File: config.mk
export PLATFORM = sky130hd
export DESIGN_NAME = edge_stream_packer
export DESIGN_NICKNAME = d
export VERILOG_FILES = /design/src/rtl/edge_pkg.sv /design/src/rtl/dval_delay.sv /design/src/rtl/edge_stream_packer.sv
export SDC_FILE = /design/constraint.sdc
export NUM_CORES = 1
export LEC_CHECK = 0
export BUFFER_PORTS_ARGS = -buffer_cell sky130_fd_sc_hd__buf_2
export CAP_MARGIN = 25
export CELL_PAD_IN_SITES_DETAIL_PLACEMENT = 1
export CELL_PAD_IN_SITES_GLOBAL_PLACEMENT = 1
export CORE_MARGIN = 2
export CORE_UTILIZATION = 41
export CTS_CLUSTER_SIZE = 14
export DETAILED_ROUTE_END_ITERATION = 7
export HOLD_SLACK_MARGIN = 0.05
export PLACE_DENSITY = 0.77
export SYNTH_ARGS = -nofsm -noshare
export SYNTH_HDL_FRONTEND = slang
export SYNTH_SLANG_ARGS = --single-unit
File: constraint.sdc
create_clock -name CLOCK -period 3.4 [get_ports CLOCK]
set_clock_uncertainty 0.2 [all_clocks]
set_input_delay 0.68 -clock CLOCK [delete_from_list [all_inputs] [get_ports CLOCK]]
set_output_delay 0.68 -clock CLOCK [all_outputs]
set_load 0.02 [all_outputs]
File: src/rtl/edge_pkg.sv
// Shared definitions for the Sobel edge stream packer.
//   WORD_W / FIFO_DEPTH : packed word width and output buffer depth
//   EDGE_CODE           : detector output value meaning "edge"
//   state_t             : packer frame-tracking states
//   fifo_entry_t        : one buffered output word with its tags
//   sat_inc()           : saturating increment shared by the counters
package edge_pkg;

    localparam int unsigned WORD_W     = 16;
    localparam int unsigned FIFO_DEPTH = 2;
    localparam logic [9:0]  EDGE_CODE  = 10'd0;

    typedef enum logic [1:0] {
        IDLE,
        ACTIVE,
        DONE
    } state_t;

    typedef struct packed {
        logic [WORD_W-1:0] data;
        logic              sof;
        logic              eol;
    } fifo_entry_t;

    // Callers cast in/out of 32 bits; max_value is the counter's all-ones value.
    function automatic logic [31:0] sat_inc(input logic [31:0] value,
                                            input logic [31:0] max_value);
        return (value >= max_value) ? value : value + 32'd1;
    endfunction

endpackage

File: src/rtl/dval_delay.sv
// Pixel-valid realignment delay line.
//   clk_i  : clock
//   rst_i  : asynchronous active-high clear
//   dval_i : pixel-valid strobe at the detector input
//   dval_o : strobe delayed LAT cycles (LAT = 0 is a pass-through)
module dval_delay #(
    parameter int unsigned LAT = 4
) (
    input  logic clk_i,
    input  logic rst_i,
    input  logic dval_i,
    output logic dval_o
);

    if (LAT == 0) begin : g_bypass
        assign dval_o = dval_i;
    end else begin : g_shift
        logic [LAT-1:0] sr_q;

        always_ff @(posedge clk_i or posedge rst_i) begin
            if (rst_i) begin
                sr_q <= '0;
            end else begin
                sr_q[0] <= dval_i;
                for (int i = 1; i < int'(LAT); i++) begin
                    sr_q[i] <= sr_q[i-1];
                end
            end
        end

        assign dval_o = sr_q[LAT-1];
    end

endmodule

File: src/rtl/edge_stream_packer.sv
// Consumer end of the Sobel edge stream: realigns the pixel strobe to the
// detector latency, tracks raster position and packs one edge bit per pixel
// into 16-bit words, LSB = lowest column, delivered over ready/valid.
//   CLOCK, RESET  : clock, asynchronous active-high reset
//   iDVAL         : pixel strobe as seen at the detector input
//   edge_data     : thresholded detector output (0 = edge)
//   oDATA/oVALID  : packed word and its valid, accepted with iREADY
//   oSOF / oEOL   : first word of frame / last word of line
//   frame_done    : one-cycle pulse after a frame's last pixel is packed
//   overflow_cnt  : saturating count of words dropped on a full buffer
// Optional: define EDGE_COUNT_EN to add edge_count, the number of edge
// pixels in the last completed frame.
module edge_stream_packer
    import edge_pkg::*;
#(
    parameter int unsigned IMG_W = 640,
    parameter int unsigned IMG_H = 480,
    parameter int unsigned LAT   = 4
) (
    input  logic        CLOCK,
    input  logic        RESET,
    input  logic        iDVAL,
    input  logic [9:0]  edge_data,
    output logic [15:0] oDATA,
    output logic        oVALID,
    input  logic        iREADY,
    output logic        oSOF,
    output logic        oEOL,
    output logic        frame_done,
    output logic [15:0] overflow_cnt
`ifdef EDGE_COUNT_EN
    ,
    output logic [19:0] edge_count
`endif
);

    localparam logic [11:0] COL_LAST = 12'(IMG_W - 1);
    localparam logic [11:0] ROW_LAST = 12'(IMG_H - 1);

    logic pix_v;
    logic edge_bit;

    dval_delay #(
        .LAT(LAT)
    ) u_dval_delay (
        .clk_i (CLOCK),
        .rst_i (RESET),
        .dval_i(iDVAL),
        .dval_o(pix_v)
    );

    assign edge_bit = (edge_data == EDGE_CODE);

    // ------------------------------------------------------------------
    // Frame FSM and raster position
    // ------------------------------------------------------------------
    state_t            state_q, state_d;
    logic [11:0]       col_q, col_d;
    logic [11:0]       row_q, row_d;
    logic [WORD_W-1:0] word_q, word_d;
    logic              sof_pend_q, sof_pend_d;

    logic              new_frame;
    logic [11:0]       cur_col;
    logic [11:0]       cur_row;
    logic              last_col;
    logic              last_row;
    logic              frame_end;
    logic [3:0]        bit_idx;
    logic              sof_eff;
    logic              word_emit;
    logic [WORD_W-1:0] new_word;

    // Any pixel seen outside ACTIVE opens a new frame at (0,0).
    assign new_frame = (state_q != ACTIVE);
    assign cur_col   = new_frame ? 12'd0 : col_q;
    assign cur_row   = new_frame ? 12'd0 : row_q;
    assign last_col  = (cur_col == COL_LAST);
    assign last_row  = (cur_row == ROW_LAST);
    assign frame_end = pix_v && last_col && last_row;
    assign bit_idx   = cur_col[3:0];
    assign sof_eff   = sof_pend_q || new_frame;
    assign word_emit = pix_v && ((bit_idx == 4'hF) || last_col);

    always_comb begin
        state_d = state_q;
        case (state_q)
            IDLE, ACTIVE: begin
                if (pix_v) state_d = frame_end ? DONE : ACTIVE;
            end
            DONE: begin
                if (pix_v) state_d = frame_end ? DONE : ACTIVE;
                else       state_d = IDLE;
            end
            default: state_d = IDLE;
        endcase
    end

    // ------------------------------------------------------------------
    // Output buffer (2 entries)
    // ------------------------------------------------------------------
    fifo_entry_t fifo_q [FIFO_DEPTH];
    fifo_entry_t push_entry;
    logic        rd_ptr_q, wr_ptr_q;
    logic [1:0]  count_q, count_d;
    logic        pop;
    logic        full;
    logic        push_ok;
    logic        drop;
    logic [15:0] overflow_q, overflow_d;

    assign pop     = oVALID && iREADY;
    assign full    = (count_q == 2'(FIFO_DEPTH));
    // A full buffer still accepts when the head leaves in the same cycle.
    assign push_ok = word_emit && (!full || pop);
    assign drop    = word_emit && full && !pop;
    assign count_d = count_q + {1'b0, push_ok} - {1'b0, pop};

    assign push_entry.data = new_word;
    assign push_entry.sof  = sof_eff;
    assign push_entry.eol  = last_col;

    always_comb begin
        col_d      = col_q;
        row_d      = row_q;
        word_d     = word_q;
        sof_pend_d = sof_pend_q;
        // Column 0 of each word clears stale bits, so partial words pad with 0.
        new_word          = (bit_idx == 4'd0) ? '0 : word_q;
        new_word[bit_idx] = edge_bit;
        if (pix_v) begin
            word_d = new_word;
            if (last_col) begin
                col_d = 12'd0;
                row_d = last_row ? 12'd0 : cur_row + 12'd1;
            end else begin
                col_d = cur_col + 12'd1;
                row_d = cur_row;
            end
            // SOF stays pending if its word was dropped.
            sof_pend_d = word_emit ? (sof_eff && !push_ok) : sof_eff;
        end
    end

    assign overflow_d = drop ? 16'(sat_inc(32'(overflow_q), 32'h0000_FFFF)) : overflow_q;

    always_ff @(posedge CLOCK or posedge RESET) begin
        if (RESET) begin
            state_q    <= IDLE;
            col_q      <= '0;
            row_q      <= '0;
            word_q     <= '0;
            sof_pend_q <= 1'b0;
            overflow_q <= '0;
        end else begin
            state_q    <= state_d;
            col_q      <= col_d;
            row_q      <= row_d;
            word_q     <= word_d;
            sof_pend_q <= sof_pend_d;
            overflow_q <= overflow_d;
        end
    end

    always_ff @(posedge CLOCK or posedge RESET) begin
        if (RESET) begin
            for (int i = 0; i < int'(FIFO_DEPTH); i++) begin
                fifo_q[i] <= '0;
            end
            rd_ptr_q <= 1'b0;
            wr_ptr_q <= 1'b0;
            count_q  <= '0;
        end else begin
            if (push_ok) begin
                fifo_q[wr_ptr_q] <= push_entry;
                wr_ptr_q         <= ~wr_ptr_q;
            end
            if (pop) begin
                rd_ptr_q <= ~rd_ptr_q;
            end
            count_q <= count_d;
        end
    end

    assign oVALID       = (count_q != 2'd0);
    assign oDATA        = fifo_q[rd_ptr_q].data;
    assign oSOF         = fifo_q[rd_ptr_q].sof;
    assign oEOL         = fifo_q[rd_ptr_q].eol;
    assign frame_done   = (state_q == DONE);
    assign overflow_cnt = overflow_q;

`ifdef EDGE_COUNT_EN
    // ------------------------------------------------------------------
    // Per-frame edge pixel count
    // ------------------------------------------------------------------
    logic [19:0] acc_q, acc_d;
    logic [19:0] edge_count_q, edge_count_d;
    logic [19:0] acc_inc;

    always_comb begin
        acc_d        = acc_q;
        edge_count_d = edge_count_q;
        acc_inc      = edge_bit ? 20'(sat_inc(32'(acc_q), 32'h000F_FFFF)) : acc_q;
        if (pix_v) begin
            // Load on the last pixel so edge_count is valid while frame_done is high.
            if (frame_end) begin
                edge_count_d = acc_inc;
                acc_d        = '0;
            end else begin
                acc_d = acc_inc;
            end
        end
    end

    always_ff @(posedge CLOCK or posedge RESET) begin
        if (RESET) begin
            acc_q        <= '0;
            edge_count_q <= '0;
        end else begin
            acc_q        <= acc_d;
            edge_count_q <= edge_count_d;
        end
    end

    assign edge_count = edge_count_q;
`endif

endmodule

**Yosys cells after proc, flatten, opt, wreduce, memory -nomap -nowiden**

Index checks and enable logic that the tools add are counted.

- Add/subtract/negate cells: 5
- $lt $le $gt $ge: 6
- Equality and inequality tests: 8
- Multiplexer cells: 20
- Bitwise logic cells: 5
- Reduce and logical (&&, ||, !) cells: 22

Operator list:

| kind | number |
|---|---|
| 18-bit two-way mux | 4 |
| 12-bit two-way mux | 5 |
| 36-bit bitwise mux | 1 |
| 12-bit by 1-bit adder with 12-bit output, second input constant | 2 |
| 18-bit demux with 1-bit select | 1 |
| 16-bit by 1-bit adder with 16-bit output, second input constant | 1 |
| 16-bit bitwise mux | 1 |
| 16-bit >= comparator, second input constant | 1 |
| 16-bit two-way mux | 1 |
| 12-bit by 10-bit equality test with 1-bit output, second input constant | 1 |
| 12-bit by 9-bit equality test with 1-bit output, second input constant | 1 |
| 1-bit logical AND | 10 |
| 10-bit logical NOT | 1 |
| 2-bit two-way mux | 3 |
| 4-bit by 5-bit < comparator with 1-bit output, second input constant | 1 |
| 1-bit demux with 4-bit select | 1 |
| 2-bit equality test, second input constant | 2 |
| 4-bit equality test, second input constant | 1 |
| 2-bit >= comparator, second input constant | 2 |
| 4-bit by 1-bit >= comparator with 1-bit output, second input constant | 1 |
| 4-bit logical NOT | 1 |
| 2-bit by 1-bit != test with 1-bit output, second input constant | 2 |
| 1-bit NOT with 2-bit output | 2 |
| 2-bit one-hot mux with 2 select lines | 1 |
| 12 further kinds | 19 |

- Register bits after elaboration: 103
- Input bits: 14
- Output and inout bits: 36
- Word-level logic and storage cells: 82

**Depth between registers and ports, before layout**

Gate-level depths: netlist (run 1).

- Depth in word-level cells: 9
- Mapped depth: 15
- Depth with buffers taken out: 12

**Modules after synthesis**

From an unflattened synthesis (run 1), not the netlist that was laid out.

- Cell total of the unflattened synthesis: 554
- Area total of the unflattened synthesis: 5310.1 um^2

Modules (own cells, without submodules):

| module | instances | cells each | area an instance (um^2) | sequential area each (um^2) |
|---|---|---|---|---|
| edge_stream_packer | 1 | 549 | 5206.2 | 2477.4 |
| dval_delay | 1 | 5 | 103.8 | 100.1 |

**Worst setup path before layout (run 1)**

OpenSTA, ideal clock, no wires.

- Path type: register to register
- From: reg state_q[0]
- To: reg count_q[1]
- Library setup time: 0.123 ns
- Arrival: 2.783 ns
- Data required time: 3.077 ns
- Path slack: 0.294 ns
- Stages on the path, launching flop included: 16
- Buffers on the path: 3
- Clock period less this slack: 3.106 ns
- Path through: dfrtp_1 -> buf_2 -> nor2b_1 -> clkbuf_1 -> nand2_1 -> inv_1 -> ha_1 -> clkbuf_1 -> nand2_1 -> nor3b_1 -> inv_1 -> ha_1 -> inv_1 -> ha_1 -> xnor2_1 -> xnor2_1

- Cells in the longest elaborated chain, start to end: 8
- Elaborated cells between the ends (all ways): 9
- Classes of those cells: add/sub (2); eq/ne (3); mux (1); reduce/logical (3)

RTL lines:

| what | line | RTL |
|---|---|---|
| from (decl) | edge_stream_packer.sv:57 | `state_t state_q, state_d;` |
| from (signal assigned) | edge_stream_packer.sv:156 | `state_q <= state_d;` |
| 2-bit by 1-bit != test with 1-bit output (*) | edge_stream_packer.sv:75 | `assign new_frame = (state_q != ACTIVE);` |
| 12-bit two-way mux (*) | edge_stream_packer.sv:76 | `assign cur_col = new_frame ? 12'd0 : col_q;` |
| 12-bit by 10-bit equality test with 1-bit output / 4-bit equality test (equally long branches) | edge_stream_packer.sv:78, edge_stream_packer.sv:83 |  |
| 1-bit logical OR (*) | edge_stream_packer.sv:83 | `assign word_emit = pix_v && ((bit_idx == 4'hF) \|\| last_col);` |
| 1-bit logical AND (*) | edge_stream_packer.sv:83 |  |
| 1-bit logical AND (*) | edge_stream_packer.sv:115 | `assign push_ok = word_emit && (!full \|\| pop);` |
| 2-bit by 1-bit adder with 2-bit output (*) | edge_stream_packer.sv:117 | `assign count_d = count_q + {1'b0, push_ok} - {1'b0, pop};` |
| 2-bit by 1-bit subtractor with 2-bit output (*) | edge_stream_packer.sv:117 |  |
| net count_d[1] | edge_stream_packer.sv:105 | `logic [1:0] count_q, count_d;` |
| to (signal assigned) | edge_stream_packer.sv:181 | `count_q <= count_d;` |
| to (decl) | edge_stream_packer.sv:105 |  |

The timed path passes the listed nets; every way through them passes the cells marked *.
A chain may end at the register's enable or synchronous reset.

**Worst setup path in the final report (run 1)**

Ends and elaborated chain as after synthesis.

==> out/results.ini, run 1 <==
[sta]
final_setup_violating_endpoints=0
rsz_0062_raised_after_global_routing=false
fin_ws_ns=0.286
tightestPinTransition_ns=0.766
report.final.hold_viol_count=0
fin_tns_setup_ns=0
finalCritPeriodShare_pct=91.6
maxClockFrequency_mhz=321
worst_slew_margin_rel_pct=48.2
drv_slew=0
period_minus_slack_ns=3.11

[global_route]
via_count_of_the_first_global_routing_pass=4465
wire_length_of_the_first_global_routing_pass_um=22000
antenna_found_initial=0
globalRouteTotalUtil_pct=20.6
grt_remaining_overflow=0
grt_start_max_net_pins=104

[power_and_ir_drop]
vdd.ir_drop.worst_v=0.000185
p_leak_uw=0.00265
power_density_nw_per_um2=556

[synthesis]
async_flop_share_pct=100
number_of_register_bits_inferred_by_synthesis=103
yosysUniqueCellTypes=58
post_synth_inst_count=546
synth-seq-area-share_pct=49.9
synth_warnings=0
synth_flop_cell=sky130_fd_sc_hd__dfrtp_1
synth.avg_cell_area_sq_um=9.45
post_synth_instance_area_sq_um=5160
synthesis.nets=568
synth_edf_count=0

[cells_and_area]
design.final.nets=612
n_antenna_cell=0
area_growth_syn_to_layout_pct=14.1
final_common_cell=sky130_fd_sc_hd__dfrtp_1
drive_above_1_share_pct=18.5
layout_common_cells=sky130_fd_sc_hd__dfrtp_1 (103), sky130_fd_sc_hd__nand2_1 (81), sky130_fd_sc_hd__nor2_1 (54)

[job]
drv.max_cap_violation_count=0

[drt]
drt_wl_total_um=12800
drt_first_iter_violations=228
drc_viols=0
route.detailed.wl_per_inst_um=16.8
drt_first_pass_iters=4
postRouteAntennaNets=0
post_drt_via_cell_ratio=5.51
vias=4199

[floorplan]
start_util_pct=42.4
fp.coreArea_sq_um=12200
die_y_um=116
die_w_um=116
io-pin-count=50
die-area_sq_um=13500
row_count=40

[clocking]
clock_insertion_delay_worst_skew_ns=0.35
htreeDepth=3
cts_hold_buffers=0
cts_resized=0
cts_made_buffers=9
tritoncts=built
clkSinkCount=103
cts_max_path_buffers=2
post_cts.repair.setup_buffers=0
clk_slew_on_worst_s_h_paths_ns=0.07
cts_root_buffer=sky130_fd_sc_hd__clkbuf_16

[setup_path]
critical_path.n_buffers_inverters=3
worstPathRequired_ns=3.47
cp-end-kind=flip-flop
timing.critical_path.slowest_cell_delay_ns=0.49
critical_path_class=flip-flop to flip-flop
worst_path_dominant_cell_family=simple AND/OR/NAND/NOR gates
critPathLaunchType=flip-flop
critical_path_peak_fanout=10
slowest_stage=sky130_fd_sc_hd__dfrtp_1
worstPathCellList=nor2b_1 -> nand2_1 -> inv_1 -> ha_1 -> nand2_1 -> nor3b_1 -> inv_1 -> ha_1 -> inv_1 -> ha_1 -> xnor2_1 -> xnor2_1
worst-endpoint-arrival_ns=3.18

[placement]
preCtsSetupSlack_ns=0.352
globalplace.congestion=0.797
io_buffer_count=49
detailedPlacementHpwl_um=8880

[worst_hold_path]
worst_hold_path_type=flip-flop to flip-flop

[outcome]
outcome=finished clean

-- metal layers --
| metal | vias to the layer above | part of all wire (%) | global-route usage (%) |
|---|---|---|---|
| li1 | 2036 | - | - |
| met1 | 2093 | 46 | 26.9 |
| met2 | 55 | 50 | 35.3 |
| met3 | 15 | 2.2 | 2.96 |
| met4 | 0 | 1.8 | 7.30 |
| met5 | - | 0 | 0 |
-- per-stage QoR --
step                      total power [uW]  utilization (%)  cells  area [sq um]  hold slack, ns
final                                 3270             48.4    762          5890           0.154
after global routing                  3450             48.4    762          5890           0.162
after CTS                             3310             48.4    762          5890           0.153
after detailed placement              2270             46.1    747          5600           0.136
after global placement                2220             46.1    747          5600           0.136
after floorplan                       2030                -    546          5160           0.131
-- kinds of logic after synthesis --
group	count (synthesis)	share of synthesized area [%]
mux	26	5.60
fa+ha+maj	8	1.94
xor+xnor	16	2.72
flops	103	49.9
simple gates	218	20.7
compound gates	132	15.7
buf+inv	43	3.44
-- synth_stat cells, types with 3 or more instances --
master | instances | area, sq um
sky130_fd_sc_hd__mux2i_1 | 3 | 30.0
sky130_fd_sc_hd__and2_1 | 4 | 25.0
sky130_fd_sc_hd__dfrtp_1 | 103 | 2580
sky130_fd_sc_hd__nand2b_1 | 3 | 18.8
sky130_fd_sc_hd__o2bb2ai_1 | 12 | 105
sky130_fd_sc_hd__nor3_1 | 6 | 30.0
sky130_fd_sc_hd__a32oi_1 | 3 | 26.3
sky130_fd_sc_hd__o21ai_0 | 43 | 215
sky130_fd_sc_hd__nor2_1 | 54 | 203
sky130_fd_sc_hd__nand3_1 | 21 | 105
sky130_fd_sc_hd__ha_1 | 8 | 100
sky130_fd_sc_hd__buf_2 | 7 | 35.0
sky130_fd_sc_hd__o22ai_1 | 4 | 25.0
sky130_fd_sc_hd__nor2b_1 | 4 | 25.0
sky130_fd_sc_hd__a31oi_1 | 15 | 93.8
sky130_fd_sc_hd__a21oi_1 | 34 | 170
sky130_fd_sc_hd__a22o_1 | 4 | 35.0
sky130_fd_sc_hd__nor4_1 | 10 | 62.6
sky130_fd_sc_hd__o31ai_1 | 7 | 52.6
sky130_fd_sc_hd__xnor2_1 | 12 | 105
sky130_fd_sc_hd__nand4_1 | 8 | 50.1
sky130_fd_sc_hd__xor2_1 | 4 | 35.0
sky130_fd_sc_hd__mux2_2 | 23 | 259
sky130_fd_sc_hd__and3_1 | 4 | 25.0
sky130_fd_sc_hd__clkbuf_1 | 19 | 71.3
sky130_fd_sc_hd__inv_1 | 14 | 52.6
sky130_fd_sc_hd__nand2_1 | 81 | 304
-- power by group --
part	switching (uW)	internal (uW)	leakage (uW)	total (uW)
clock	460	568	0.000135	1030
sequential	120	1360	0.00138	1480
combinational	483	286	0.00113	769
total	1060	2210	0.00265	3270
-- path summary, 6_finish.rpt --
kind                       cells past startpoint                    startpoint                            to  slack (ns)
max                                           12                    state_q[0]                    count_q[1]        0.29
min in group asynchronous                      3                         RESET                     fifo_q[4]        0.28
max reg2reg                                   12                    state_q[0]                    count_q[1]        0.29
max in group asynchronous                      3                         RESET               overflow_cnt[1]        2.32
min reg2reg                                    0  u_dval_delay.g_shift.sr_q[2]  u_dval_delay.g_shift.sr_q[3]        0.15
min                                            0  u_dval_delay.g_shift.sr_q[2]  u_dval_delay.g_shift.sr_q[3]        0.15
-- flip-flops by register name (all words and copies together) (netlist names) --
signal / flops
col_q: 12
count_q: 2
fifo_q: 36
overflow_cnt: 16
rd_ptr_q: 1
row_q: 12
sof_pend_q: 1
state_q: 2
u_dval_delay.g_shift.sr_q: 4
word_q: 16
wr_ptr_q: 1
-- area by class of cell --
type,instances,area (sq um)
Timing Repair Buffer,61,348
Clock inverter,5,58.8
Multi-Input combinational cell,400,2410
Clock buffer,10,229
Sequential cell,103,2580
Tap cell,168,210
Inverter,15,60.1
Fill cell,1429,6270
Power figures use the tool's default switching activity.
==> run 2, diff against run 1 <==
==> config.mk (replaced) <==
export PLATFORM = sky130hd
export DESIGN_NAME = edge_stream_packer
export DESIGN_NICKNAME = d
export VERILOG_FILES = /design/src/rtl/edge_pkg.sv /design/src/rtl/dval_delay.sv /design/src/rtl/edge_stream_packer.sv
export SDC_FILE = /design/constraint.sdc
export NUM_CORES = 1
export LEC_CHECK = 0
export CAP_MARGIN = 25
export CELL_PAD_IN_SITES_DETAIL_PLACEMENT = 2
export CELL_PAD_IN_SITES_GLOBAL_PLACEMENT = 2
export CORE_MARGIN = 2
export CORE_UTILIZATION = 36
export CTS_CLUSTER_SIZE = 14
export DETAILED_ROUTE_END_ITERATION = 7
export DONT_BUFFER_PORTS = 1
export HOLD_SLACK_MARGIN = 0.05
export PLACE_DENSITY_LB_ADDON = 0.1
export SYNTH_ARGS = -nofsm -noshare
export SYNTH_HDL_FRONTEND = slang
export SYNTH_SLANG_ARGS = --single-unit
==> run 2 against run 1 <==
Worst hold slack worse by 0.076 ns. Flip-flop and latch count did not move. Cell area decreased by 4.0%. Total power decreased by 1.4%. Critical endpoint unchanged. Combinational power shrank 4.4%. Core utilization fell by 7.8 points. Critical path depth unchanged. Die area is 13% higher. Largest power group unchanged. Highest routed layer unchanged. Sequential power hardly changed. Fmax grew 1.2%. Via count is 2.2% lower. Wire length rose by 9.9%.
==> out/results.ini, run 2 (synthesis results as in run 1) <==
[outcome]
outcome=finished clean  ; unchanged

[clocking]
cts_root_buffer=sky130_fd_sc_hd__clkbuf_16  ; unchanged
post_cts.repair.setup_buffers=0  ; unchanged
cts_resized=0  ; unchanged
cts_max_path_buffers=2  ; unchanged
cts_hold_buffers=0  ; unchanged
clk_slew_on_worst_s_h_paths_ns=0.07  ; about the same
cts_made_buffers=9  ; unchanged
clock_insertion_delay_worst_skew_ns=0.36  ; was 0.35 ns
tritoncts=built  ; unchanged
clkSinkCount=103  ; unchanged
htreeDepth=3  ; unchanged

[placement]
io_buffer_count=0  ; was 49
detailedPlacementHpwl_um=9660  ; was 8880 um
globalplace.congestion=0.798  ; was 0.797
preCtsSetupSlack_ns=0.323  ; was 0.352 ns

[floorplan]
fp.coreArea_sq_um=13900  ; was 12,200 sq um
die_y_um=124  ; was 116 um
row_count=43  ; was 40
start_util_pct=37.0  ; was 42.4%
io-pin-count=50  ; unchanged
die-area_sq_um=15300  ; was 13,500 sq um
die_w_um=124  ; was 116 um

[drt]
drt_first_iter_violations=230  ; was 228
post_drt_via_cell_ratio=5.65  ; was 5.51
route.detailed.wl_per_inst_um=19.3  ; was 16.8 um
drc_viols=0  ; unchanged
drt_first_pass_iters=4  ; unchanged
drt_wl_total_um=14000  ; was 12,800 um
postRouteAntennaNets=0  ; unchanged
vias=4108  ; was 4,199

[setup_path]
critical_path.n_buffers_inverters=3  ; unchanged
worstPathCellList=nor2b_1 -> nand2_1 -> inv_1 -> ha_1 -> nand2_1 -> nor3b_1 -> inv_1 -> ha_1 -> inv_1 -> ha_1 -> xnor2_1 -> xnor2_1  ; unchanged
worst-endpoint-arrival_ns=3.16  ; was 3.18 ns
timing.critical_path.slowest_cell_delay_ns=0.49  ; about the same
critical_path_class=flip-flop to flip-flop  ; unchanged
critPathLaunchType=flip-flop  ; unchanged
slowest_stage=sky130_fd_sc_hd__dfrtp_1  ; unchanged
critical_path_peak_fanout=10  ; unchanged
worst_path_dominant_cell_family=simple AND/OR/NAND/NOR gates  ; unchanged
cp-end-kind=flip-flop  ; unchanged
worstPathRequired_ns=3.48  ; was 3.47 ns

[cells_and_area]
layout_common_cells=sky130_fd_sc_hd__dfrtp_1 (103), sky130_fd_sc_hd__nand2_1 (81), sky130_fd_sc_hd__nor2_1 (54)  ; unchanged
area_growth_syn_to_layout_pct=9.58  ; was 14.1%
area_taken_by_multi_input_logic_gates_sq_um=2410  ; unchanged
number_of_flip_flops_in_the_largest_register=36  ; unchanged
final_common_cell=sky130_fd_sc_hd__dfrtp_1  ; unchanged
design.final.nets=564  ; was 612
sequential_cell_area_sq_um=2580  ; unchanged
drive_above_1_share_pct=11.3  ; was 18.5%
largest-register=fifo_q  ; unchanged
fillerInstances=1523  ; was 1,429
n_antenna_cell=0  ; unchanged

[global_route]
antenna_found_initial=0  ; unchanged
grt_start_max_net_pins=104  ; unchanged
wire_length_of_the_first_global_routing_pass_um=23600  ; was 22,000 um
via_count_of_the_first_global_routing_pass=4426  ; was 4,465
globalRouteTotalUtil_pct=20.0  ; was 20.6%
grt_remaining_overflow=0  ; unchanged

[sta]
period_minus_slack_ns=3.08  ; was 3.11 ns
tightestPinTransition_ns=0.855  ; was 0.766 ns
drv_slew=0  ; unchanged
finalCritPeriodShare_pct=90.5  ; was 91.6%
maxClockFrequency_mhz=325  ; was 321 MHz
final_setup_violating_endpoints=0  ; unchanged
fin_tns_setup_ns=0  ; unchanged
fin_ws_ns=0.323  ; was 0.286 ns
worst_slew_margin_rel_pct=42.2  ; was 48.2%
rsz_0062_raised_after_global_routing=false  ; unchanged
report.final.hold_viol_count=0  ; unchanged

[worst_hold_path]
worst_hold_path_type=primary input to async pin  ; was flip-flop to flip-flop

[power_and_ir_drop]
p_leak_uw=0.00240  ; was 0.00265 uW
power_density_nw_per_um2=571  ; was 556 nW/um^2
vdd.ir_drop.worst_v=0.000265  ; was 0.000185 V

[job]
drv.max_cap_violation_count=0  ; unchanged

-- run 2: power by group --
group	switching, uW	internal [uW]	total (uW)	leakage [uW]
logic	478	257	735	0.000887
registers	123	1360	1480	0.00138
clock network	493	521	1010	0.000133
total	1090	2130	3230	0.00240
-- run 2: area by class of cell --
class | count | area share [%]
multi-input cells | 400 | 42.5
clock inverters | 4 | 0.531
repair buffers | 13 | 1.95
flip-flops and latches | 103 | 45.6
inverters | 15 | 1.06
clock buffers | 12 | 4.36
well taps | 180 | 3.98
-- run 2: worst paths after layout --
kind | startpoint | endpoint | slack, ns | depth (start not counted)
max | state_q[0] | count_q[1] | 0.32 | 12
min | RESET | fifo_q[7] | 0.08 | 2
max reg2reg | state_q[0] | count_q[1] | 0.32 | 12
min reg2reg | u_dval_delay.g_shift.sr_q[2] | u_dval_delay.g_shift.sr_q[3] | 0.16 | 0
max in group asynchronous | RESET | col_q[11] | 2.36 | 2
min in group CLOCK | iDVAL | u_dval_delay.g_shift.sr_q[0] | 0.15 | 0
-- run 2: worst reg2reg max path: cells and delay by family, from the launching register on --
family / cells / cell delay (ns)
adder cells (fa/ha/maj): 3 / 0.70
AND/OR/NAND/NOR: 4 / 0.92
XOR/XNOR: 2 / 0.34
flip-flops: 1 / 0.49
buffers and inverters: 3 / 0.37
-- run 2: routing by layer --
metal | vias to the layer above | track usage, % | part of all wire (%)
met5 | - | 0 | 0
met4 | 0 | 7.03 | 1.7
met3 | 18 | 3.21 | 2.0
met2 | 35 | 33.9 | 50
met1 | 2116 | 25.8 | 46
li1 | 1939 | - | -
-- run 2: through the flow --
stage / cells / hold WS (ns) / utilization (%) / area [sq um] / power [uW]
after global routing: 727 / 0.134 / 40.6 / 5660 / 3420
after detailed placement: 711 / 0.144 / 38.6 / 5380 / 2250
after global placement: 711 / 0.131 / 38.6 / 5380 / 2210
final: 727 / 0.0780 / 40.6 / 5660 / 3230
after CTS: 727 / 0.138 / 40.6 / 5660 / 3270
after floorplan: 546 / 0.131 / - / 5160 / 2030
